--- src/rtl/lights_sequencer_pkg.sv ---
// lights_pkg: shared colour indices, mode encodings and the colour step
// function for the lighting blocks.
package lights_pkg;

   localparam logic [2:0] COL_BLACK   = 3'd0;
   localparam logic [2:0] COL_BLUE    = 3'd1;
   localparam logic [2:0] COL_GREEN   = 3'd2;
   localparam logic [2:0] COL_CYAN    = 3'd3;
   localparam logic [2:0] COL_RED     = 3'd4;
   localparam logic [2:0] COL_MAGENTA = 3'd5;
   localparam logic [2:0] COL_YELLOW  = 3'd6;
   localparam logic [2:0] COL_WHITE   = 3'd7;

   localparam logic MODE_MANUAL = 1'b0;
   localparam logic MODE_AUTO   = 1'b1;

   // Colour sequence step: black/white are never reached by stepping and
   // always recover to blue; yellow wraps back to blue.
   function automatic logic [2:0] next_colour(input logic [2:0] cur,
                                              input logic       adv);
      logic [2:0] nxt;
      nxt = cur;
      if (cur == COL_BLACK || cur == COL_WHITE)
         nxt = COL_BLUE;
      else if (adv)
         nxt = (cur == COL_YELLOW) ? COL_BLUE : cur + 3'd1;
      return nxt;
   endfunction

endpackage

--- src/rtl/lights_sequencer_if.sv ---
// lights_sequencer_if: control inputs and LED outputs of the lights sequencer.
// LIGHTS_DIM_EN adds the 2-bit dim input.
interface lights_sequencer_if #(
   parameter int CH_W     = 8,
   parameter int PERIOD_W = 8
);
   logic                  sel;
   logic                  button;
   logic                  mode;
   logic [PERIOD_W-1:0]   period;
   logic [3*CH_W-1:0]     light;
   logic [2:0]            colour;
`ifdef LIGHTS_DIM_EN
   logic [1:0]            dim;

   modport master (output sel, button, mode, period, dim,
                   input  light, colour);
   modport slave  (input  sel, button, mode, period, dim,
                   output light, colour);
`else
   modport master (output sel, button, mode, period,
                   input  light, colour);
   modport slave  (input  sel, button, mode, period,
                   output light, colour);
`endif
endinterface

--- src/rtl/lights_sequencer_colour_rom.sv ---
// colour_rom: combinational colour index to {R,G,B} full-scale lookup.
// bit2 drives R, bit1 drives G, bit0 drives B.
module colour_rom
   import lights_pkg::*;
#(
   parameter int CH_W = 8
) (
   input  logic [2:0]          colour,
   output logic [3*CH_W-1:0]   rgb
);

   localparam logic [CH_W-1:0] FULL = '1;
   localparam logic [CH_W-1:0] ZERO = '0;

   // Table lookup of the eight colour indices
   always_comb begin
      rgb = {ZERO, ZERO, ZERO};
      case (colour)
         COL_BLACK:   rgb = {ZERO, ZERO, ZERO};
         COL_BLUE:    rgb = {ZERO, ZERO, FULL};
         COL_GREEN:   rgb = {ZERO, FULL, ZERO};
         COL_CYAN:    rgb = {ZERO, FULL, FULL};
         COL_RED:     rgb = {FULL, ZERO, ZERO};
         COL_MAGENTA: rgb = {FULL, ZERO, FULL};
         COL_YELLOW:  rgb = {FULL, FULL, ZERO};
         COL_WHITE:   rgb = {FULL, FULL, FULL};
         default:     rgb = {ZERO, ZERO, ZERO};
      endcase
   end

endmodule

--- src/rtl/lights_sequencer.sv ---
// lights_sequencer: colour sequence FSM (manual step or auto-cycle with a
// programmable dwell), colour lookup, registered RGB and white/colour select.
// Optional feature macro: LIGHTS_DIM_EN (per-component right-shift by dim).
module lights_sequencer
   import lights_pkg::*;
#(
   parameter int CH_W     = 8,
   parameter int PERIOD_W = 8
) (
   input  logic                   clk,
   input  logic                   rst,
   lights_sequencer_if.slave      bus
);

   logic [2:0]           colour_q;
   logic [PERIOD_W-1:0]  tick_q;
   logic                 mode_q;
   logic                 mode_chg;
   logic                 tick_hit;
   logic                 auto_adv;
   logic                 man_adv;
   logic                 advance;
   logic [3*CH_W-1:0]    rom_rgb;
   logic [3*CH_W-1:0]    scaled_rgb;
   logic [3*CH_W-1:0]    rgb_p1;

   // A mode change suppresses the auto advance on that edge; a manual
   // press still counts when the new mode is manual.
   assign mode_chg = (bus.mode != mode_q);
   assign tick_hit = (tick_q >= bus.period);
   assign auto_adv = (bus.mode == MODE_AUTO) && !bus.button && !mode_chg && tick_hit;
   assign man_adv  = (bus.mode == MODE_MANUAL) && bus.button;
   assign advance  = auto_adv || man_adv;

   // Registered copy of mode for change detection
   always_ff @(posedge clk) begin
      if (rst) mode_q <= MODE_MANUAL;
      else     mode_q <= bus.mode;
   end

   // Dwell counter: clears on mode change or on reaching period, freezes
   // while paused, idles at zero in manual mode
   always_ff @(posedge clk) begin
      if (rst)
         tick_q <= '0;
      else if (mode_chg)
         tick_q <= '0;
      else if (bus.mode == MODE_AUTO) begin
         if (!bus.button)
            tick_q <= tick_hit ? '0 : tick_q + 1'b1;
      end else
         tick_q <= '0;
   end

   // Colour sequence state
   always_ff @(posedge clk) begin
      if (rst) colour_q <= COL_BLACK;
      else     colour_q <= next_colour(colour_q, advance);
   end

   colour_rom #(.CH_W(CH_W)) u_rom (
      .colour (colour_q),
      .rgb    (rom_rgb)
   );

`ifdef LIGHTS_DIM_EN
   function automatic logic [CH_W-1:0] dim_scale(input logic [CH_W-1:0] c,
                                                 input logic [1:0]      d);
      return c >> d;
   endfunction

   // Per-component dimming, sampled with the same edge as colour
   always_comb begin
      scaled_rgb = '0;
      for (int i = 0; i < 3; i++)
         scaled_rgb[i*CH_W +: CH_W] = dim_scale(rom_rgb[i*CH_W +: CH_W], bus.dim);
   end
`else
   assign scaled_rgb = rom_rgb;
`endif

   // Stage p1: registered RGB, one cycle behind colour
   always_ff @(posedge clk) begin
      if (rst) rgb_p1 <= '0;
      else     rgb_p1 <= scaled_rgb;
   end

   assign bus.light  = bus.sel ? rgb_p1 : {(3*CH_W){1'b1}};
   assign bus.colour = colour_q;

endmodule

--- src/flat_wrapper.sv ---
// flat-port wrapper written by rule: the top's interface ports become plain ports
module lights_sequencer_flat import lights_pkg::*;
#(
   parameter int CH_W     = 8,
   parameter int PERIOD_W = 8
)
  (clk, rst, bus_sel, bus_button, bus_mode, bus_period, bus_light, bus_colour);
  lights_sequencer_if #(.CH_W(CH_W), .PERIOD_W(PERIOD_W)) bus_i ();
  input  logic clk;
  input  logic rst;
  input wire logic [$bits(bus_i.sel)-1:0] bus_sel;
  input wire logic [$bits(bus_i.button)-1:0] bus_button;
  input wire logic [$bits(bus_i.mode)-1:0] bus_mode;
  input wire logic [$bits(bus_i.period)-1:0] bus_period;
  output wire logic [$bits(bus_i.light)-1:0] bus_light;
  output wire logic [$bits(bus_i.colour)-1:0] bus_colour;
  assign bus_i.sel = bus_sel;
  assign bus_i.button = bus_button;
  assign bus_i.mode = bus_mode;
  assign bus_i.period = bus_period;
  assign bus_light = bus_i.light;
  assign bus_colour = bus_i.colour;
  lights_sequencer #(.CH_W(CH_W), .PERIOD_W(PERIOD_W)) u_core (.clk(clk), .rst(rst), .bus(bus_i));
endmodule
--- config.mk ---
export PLATFORM = sky130hd
export DESIGN_NAME = lights_sequencer_flat
export DESIGN_NICKNAME = d
export VERILOG_FILES = /design/src/rtl/lights_sequencer_pkg.sv /design/src/rtl/lights_sequencer_if.sv /design/src/rtl/lights_sequencer_colour_rom.sv /design/src/rtl/lights_sequencer.sv /design/src/flat_wrapper.sv
export SDC_FILE = /design/constraint.sdc
export NUM_CORES = 1
export LEC_CHECK = 0
export CAP_MARGIN = 5
export CORE_MARGIN = 2
export CORE_UTILIZATION = 44
export CTS_BUF_LIST = sky130_fd_sc_hd__clkbuf_16
export DETAILED_ROUTE_END_ITERATION = 12
export PLACE_DENSITY = 0.9
export RECOVER_POWER = 50
export SYNTH_ARGS = -nofsm -noshare
export SYNTH_HDL_FRONTEND = slang
export SYNTH_SLANG_ARGS = --single-unit
--- constraint.sdc ---
create_clock -name clk -period 3.5 [get_ports clk]
set_clock_uncertainty 0.2 [all_clocks]
set_input_delay 1.05 -clock clk [delete_from_list [all_inputs] [get_ports clk]]
set_output_delay 1.05 -clock clk [all_outputs]
set_load 0.02 [all_outputs]
# Word-level counts from Yosys, hierarchy flattened
# Memories as Yosys holds them, arrays and structs flattened. A register that Yosys moved wholly into a read port is not among the register bits.
# Index checks and enable logic that the tools add are counted.
[op_classes]
add_sub_neg = 2
order_cmp = 1
eq_ne = 3
n_mux = 5
n_bitwise = 1
n_reduce_logical = 12
[op_table]
columns = ["op", "n"]
rows = [
  ["$mux 24", 1],
  ["$add 8x1->8 const B", 1],
  ["$ge 8x8->1", 1],
  ["$mux 8", 1],
  ["$eq 3x3->1 const B", 2],
  ["$logic_and 1x1->1", 4],
  ["$add 3x1->3 const B", 1],
  ["$logic_not 3->1", 1],
  ["$mux 3", 1],
  ["$reduce_or 3->1", 1],
  ["$logic_not 1->1", 2],
  ["$logic_or 1x1->1", 2],
  ["$mux 1", 2],
  ["$reduce_bool 2->1", 1],
  ["$reduce_or 2->1", 1],
  ["$ne 1x1->1", 1],
  ["$not 1->1", 1],
]
[totals]
ff_bits = 12
romBits = 192
inputBits = 13
elab_cells = 29
memories = 1
[mem_list]
columns = ["memory", "words", "word_bits", "rd", "rd_ports_with_merged_regs", "wr", "line_no", "source"]
rows = [
  ["(no name shown)", 8, 24, 1, 1, 0, "lights_sequencer_colour_rom.sv:18", "case (colour)"],
]

# Depth between registers and ports, before layout
# Gate-level depths: netlist (run 1).
[depth]
depth_word = 7
ltp_mapped = 8
ltp_nobuf = 7

# Modules after synthesis
# A second synthesis (run 1) with hierarchy kept.
[hier_totals]
hier_cells = 185
hier_area_um2 = 1716.6
[by_module_without_submodules]
columns = ["mod", "n_inst", "cells_per_inst", "area_each_um2"]
rows = [
  ["lights_sequencer", 1, 161, 1536.5],
  ["colour_rom", 1, 24, 180.2],
]

# Worst setup path before layout (run 1)
# Ideal clock, no wire load.
[synth_path]
path_type = "input-to-reg"
start = "input port bus_period[0]"
end = "register u_core.colour_q[0] (netlist: u_core.bus.colour[0])"
setup_time_ps = 137
t_arrival_ps = 2678
t_required_ps = 3163
setup_slack_ps = 485
stages = 6
path_buffers = 0
path_cell_list = "ha_1 nand2b_4 a2111o_1 a311oi_4 o22a_2 a221oi_2"
[synth_via]
elab_chain_len = 4
[synth_rtl]
columns = ["element", "line_no", "source"]
rows = [
  ["start, declared", "flat_wrapper.sv:14", "input wire logic [$bits(bus_i.period)-1:0] bus_period;"],
  ["$ge 8x8->1", "lights_sequencer.sv:30", "assign tick_hit = (tick_q >= bus.period);"],
  ["$logic_and 1x1->1", "lights_sequencer.sv:31", "assign auto_adv = (bus.mode == MODE_AUTO) && !bus.button && !mode_chg && tick_hit;"],
  ["$logic_or 1x1->1", "lights_sequencer.sv:33", "assign advance = auto_adv || man_adv;"],
  ["$reduce_bool 2->1 (no source line)", "n/a", ""],
  ["end signal, assigned", "lights_sequencer.sv:58", "else colour_q <= next_colour(colour_q, advance);"],
  ["end, declared", "lights_sequencer.sv:15", "logic [2:0] colour_q;"],
]
# Every way passes these cells.
# A chain may end at the register's enable or synchronous reset.

# Final worst setup path (run 1)
[layout_path]
start = "input port bus_period[6]"
end = "register u_core.colour_q[2] (netlist: u_core.bus.colour[2])"
[layout_via]
elab_chain_len = 3
[layout_rtl]
columns = ["element", "line_no"]
rows = [
  ["$ge 8x8->1", "lights_sequencer.sv:30"],
  ["$logic_and 1x1->1", "lights_sequencer.sv:31"],
  ["$logic_or 1x1->1", "lights_sequencer.sv:33"],
]
# Every way passes these cells.

==> out/metrics.yaml, run 1 <==
timing:
  setup-tns-final_ns: 0
  max_freq_mhz: 301
  fin_crit_sh_pct: 94.9
  finalHoldViolCount: 0
  rsz0062_at_grt: "no"
  worst_hold_slack_ns: 0.312
  tightest_slew_ns: 0.412
  finalCriticalPeriod_ns: 3.32
  slew_headroom_pct: 72.4
  setup_viol: 0
  slew_violations: 0
clocking:
  clk_latency_ns: 0.24
  cts_sinks: 15
  clockRootBuffer: "clkbuf_16"
  cts.path.max_buffers: 2
  clk_pin_slew_ns: 0.05
  post-cts-setup-buffers: 0
  cts_max_level: 1
  cts_buffers: 3
  tritoncts: "yes"
  cts_hold_buf: 0
place:
  gp_congestion: 0.764
  dpl.cell_count: 174
  io_buffers: 39
  hpwl_um: 1560
power_and_ir_drop:
  leakage_nw: 0.631
  power.density_nw_per_um2: 447
  sw_frac_of_total_pct: 31.7
  comb_power_share_pct: 34.1
  fin_total_pwr_mw: 0.631
  intPower_mw: 0.431
  p_clk_share_pct: 33.5
  p_sw_mw: 0.200
  vdd_drop_max_mv: 0.546
  seq_power_share_pct: 32.4
cells_and_area:
  fillers: 217
  antenna_cells: 0
  final-seq-area_um2: 300
  multi_input_area_um2: 577
  layout.nets: 171
  area_growth_pct: 29.5
  fin_cells: 178
  drive_gt1_share_pct: 10.1
floorplan:
  start_util_pct: 45.2
  core_area_um2: 2410
  pin_count: 40
  die-area_um2: 2890
  fp.dieH_um: 53.7
  die_width_um: 53.7
  rows: 18
yosys:
  yosysTopAreaCell: "dfxtp_1"
  async_flop_share_pct: 0
  synth.most_common_cell: "buf_4"
  syn_avg_cell_area_um2: 8.57
  synth_nets: 149
  yosys_warnings: 0
  synthTopCellsByCount: "buf_4 (21), dfxtp_1 (15), inv_1 (10)"
  ys_seq_elements: 15
  ys_seq_area_share_pct: 27.6
  synth_area_leaders: "dfxtp_1 (28%), buf_4 (14%), ha_1 (10%)"
  ys_types: 40
  synth_ff_type: "dfxtp_1"
  syn-instance-count: 127
  synth_top_area_share_pct: 27.6
  netlist_area_um2: 1090
  synth_edf_count: 0
worst_hold_path:
  holdPathEnd: "u_core.tick_q[4]"
  min_from: "u_core.tick_q[4]"
  hp-class: "flip-flop to flip-flop"
  hold_depth: 2
grt:
  antenna_found_initial: 0
  grt_pass1_vias: 780
  grt_max_degree: 12
  grt_pass1_wl_um: 3290
  overflow: 0
  grt_usage_pct: 15.2
critical_path:
  r2r_slack_ns: 1.12
  critPathKind: "primary input to flip-flop"
  r2r_start: "u_core.tick_q[0]"
  reg2reg_depth: 8
  crit_arrival_ns: 3.28
  cp-end-kind: "flip-flop"
  cpMaxStageDelayCell: "dlygate4sd3_1"
  crit_buf_inv: 3
  rr_endpoint: "u_core.bus.colour[2]"
  crit_family: "compound AO/OA/AOI/OAI gates"
  cp-start-kind: "primary input"
  cp_max_fo: 10
  slowest_delay_ns: 0.52
  crit_chain: "dlygate4sd3_1, inv_1, ha_1, a21o_2, a221o_2, a311oi_4, buf_4, o211ai_1, a31oi_1"
  worst_ep_required_time_ns: 3.46
route:
  drt_first_pass_iters: 4
  routed_wl_um: 1930
  vias: 907
  viasPerCell: 5.10
  wl_per_cell_um: 10.8
  dr.first_iter.drc_count: 14
  drc: 0
  postRouteAntennaNets: 0
status:
  outcome: "completed"
job:
  cap_viol_max_count: 0
==> per-layer routing <==
| layer | wire, µm | share of wire, % | global-route usage, % | vias up |
|---|---|---|---|---|
| met5 | 0 | 0 | 0 | - |
| met4 | 0 | 0 | 0 | 0 |
| met3 | 129 | 6.7 | 5.00 | 0 |
| met2 | 994 | 51 | 27.8 | 32 |
| met1 | 807 | 42 | 18.1 | 408 |
| li1 | - | - | - | 467 |
==> power by group through the flow <==
stage / Clock [mW] / Combinational [mW] / Sequential, mW
floorplan: 0 / 0.162 / 0.217
global placement: 0 / 0.237 / 0.206
detailed placement: 0 / 0.244 / 0.208
CTS: 0.213 / 0.221 / 0.204
global route: 0.223 / 0.235 / 0.208
finish: 0.211 / 0.215 / 0.204
==> sequential cells by signal, summed over array words and instances, names as in the netlist <==
signal and count:
u_core.bus.colour 3, u_core.rgb_p1 3, u_core.mode_q 1, u_core.tick_q 8
==> layout by cell type (no fill, tap or decap), types with 2 or more instances in the layout <==
cell type,n
o21ai_0,4
clkdlybuf4s50_1,10
nor3_1,2
a311oi_1,3
ha_1,9
inv_1,11
nor2_1,8
nand3_1,2
nor4_1,2
buf_4,2
dfxtp_1,15
dlygate4sd3_1,5
nand2b_1,4
dlygate4sd2_1,24
clkbuf_16,3
a31oi_1,2
nor2b_1,3
nand2_1,6
xor2_1,2
and3_1,3
a21oi_1,5
nand3b_1,3
==> final cells by class <==
| cell class | count | area share, % |
|---|---|---|
| clock buffers | 3 | 5.32 |
| clock inverters | 1 | 0.266 |
| inverters | 10 | 2.66 |
| multi-input cells | 77 | 40.9 |
| flip-flops and latches | 15 | 21.3 |
| well taps | 30 | 2.66 |
| repair buffers | 42 | 26.9 |
==> stage by stage <==
step / instance area [µm²] / utilization [%] / setup WS [ns]
3_5_place_dp: 1370 / 56.6 / -0.132
5_1_grt: 1410 / 58.5 / 0.0640
2_1_floorplan: 1090 / - / 0.485
3_3_place_gp: 1370 / 56.6 / -0.0992
4_1_cts: 1410 / 58.7 / 0.184
6_report: 1410 / 58.5 / 0.179
==> logic make-up after synthesis <==
group / Yosys count / synth area share, %
xor gates and xnor gates: 3 / 2.41
and+or+nand+nor: 38 / 19.5
DFF: 15 / 27.6
buffers and inverters: 35 / 19.4
adders and majority gates: 9 / 10.3
AOI/OAI and AO/OA: 25 / 18.7
muxes: 2 / 1.95
==> worst reg2reg max path: cells and delay by family, from the launching register on <==
| kind | cells | cell delay (ns) |
|---|---|---|
| AO/OA/AOI/OAI | 4 | 1.05 |
| adder cells (fa/ha/maj) | 1 | 0.26 |
| buffers and inverters | 2 | 0.27 |
| flip-flops | 1 | 0.38 |
| AND/OR/NAND/NOR | 1 | 0.13 |
==> how the worst max path moves through the flow <==
| stage | from | end | cells past startpoint |
|---|---|---|---|
| after floorplan | bus_period[0] | u_core.bus.colour[0] | 6 |
| after CTS | bus_sel | bus_light[8] | 3 |
| final | bus_period[6] | u_core.bus.colour[2] | 9 |
| after detailed placement | bus_sel | bus_light[5] | 3 |
| after global placement | bus_sel | bus_light[1] | 3 |
| after global routing | bus_period[6] | u_core.bus.colour[2] | 9 |
==> what timing repair did <==
item	CTS	global route
setup endpoints to repair	24	0
endpoints found under the hold margin	0	0
gates resized for setup	24	0
Note: power is estimated with default switching activity, not from simulation.
==> inputs of run 2 (changes only) <==
- HOLD_SLACK_MARGIN: unset -> 0.12
==> results of run 2 <==
The final DEF is identical to that of run 1; final timing and power are the same.
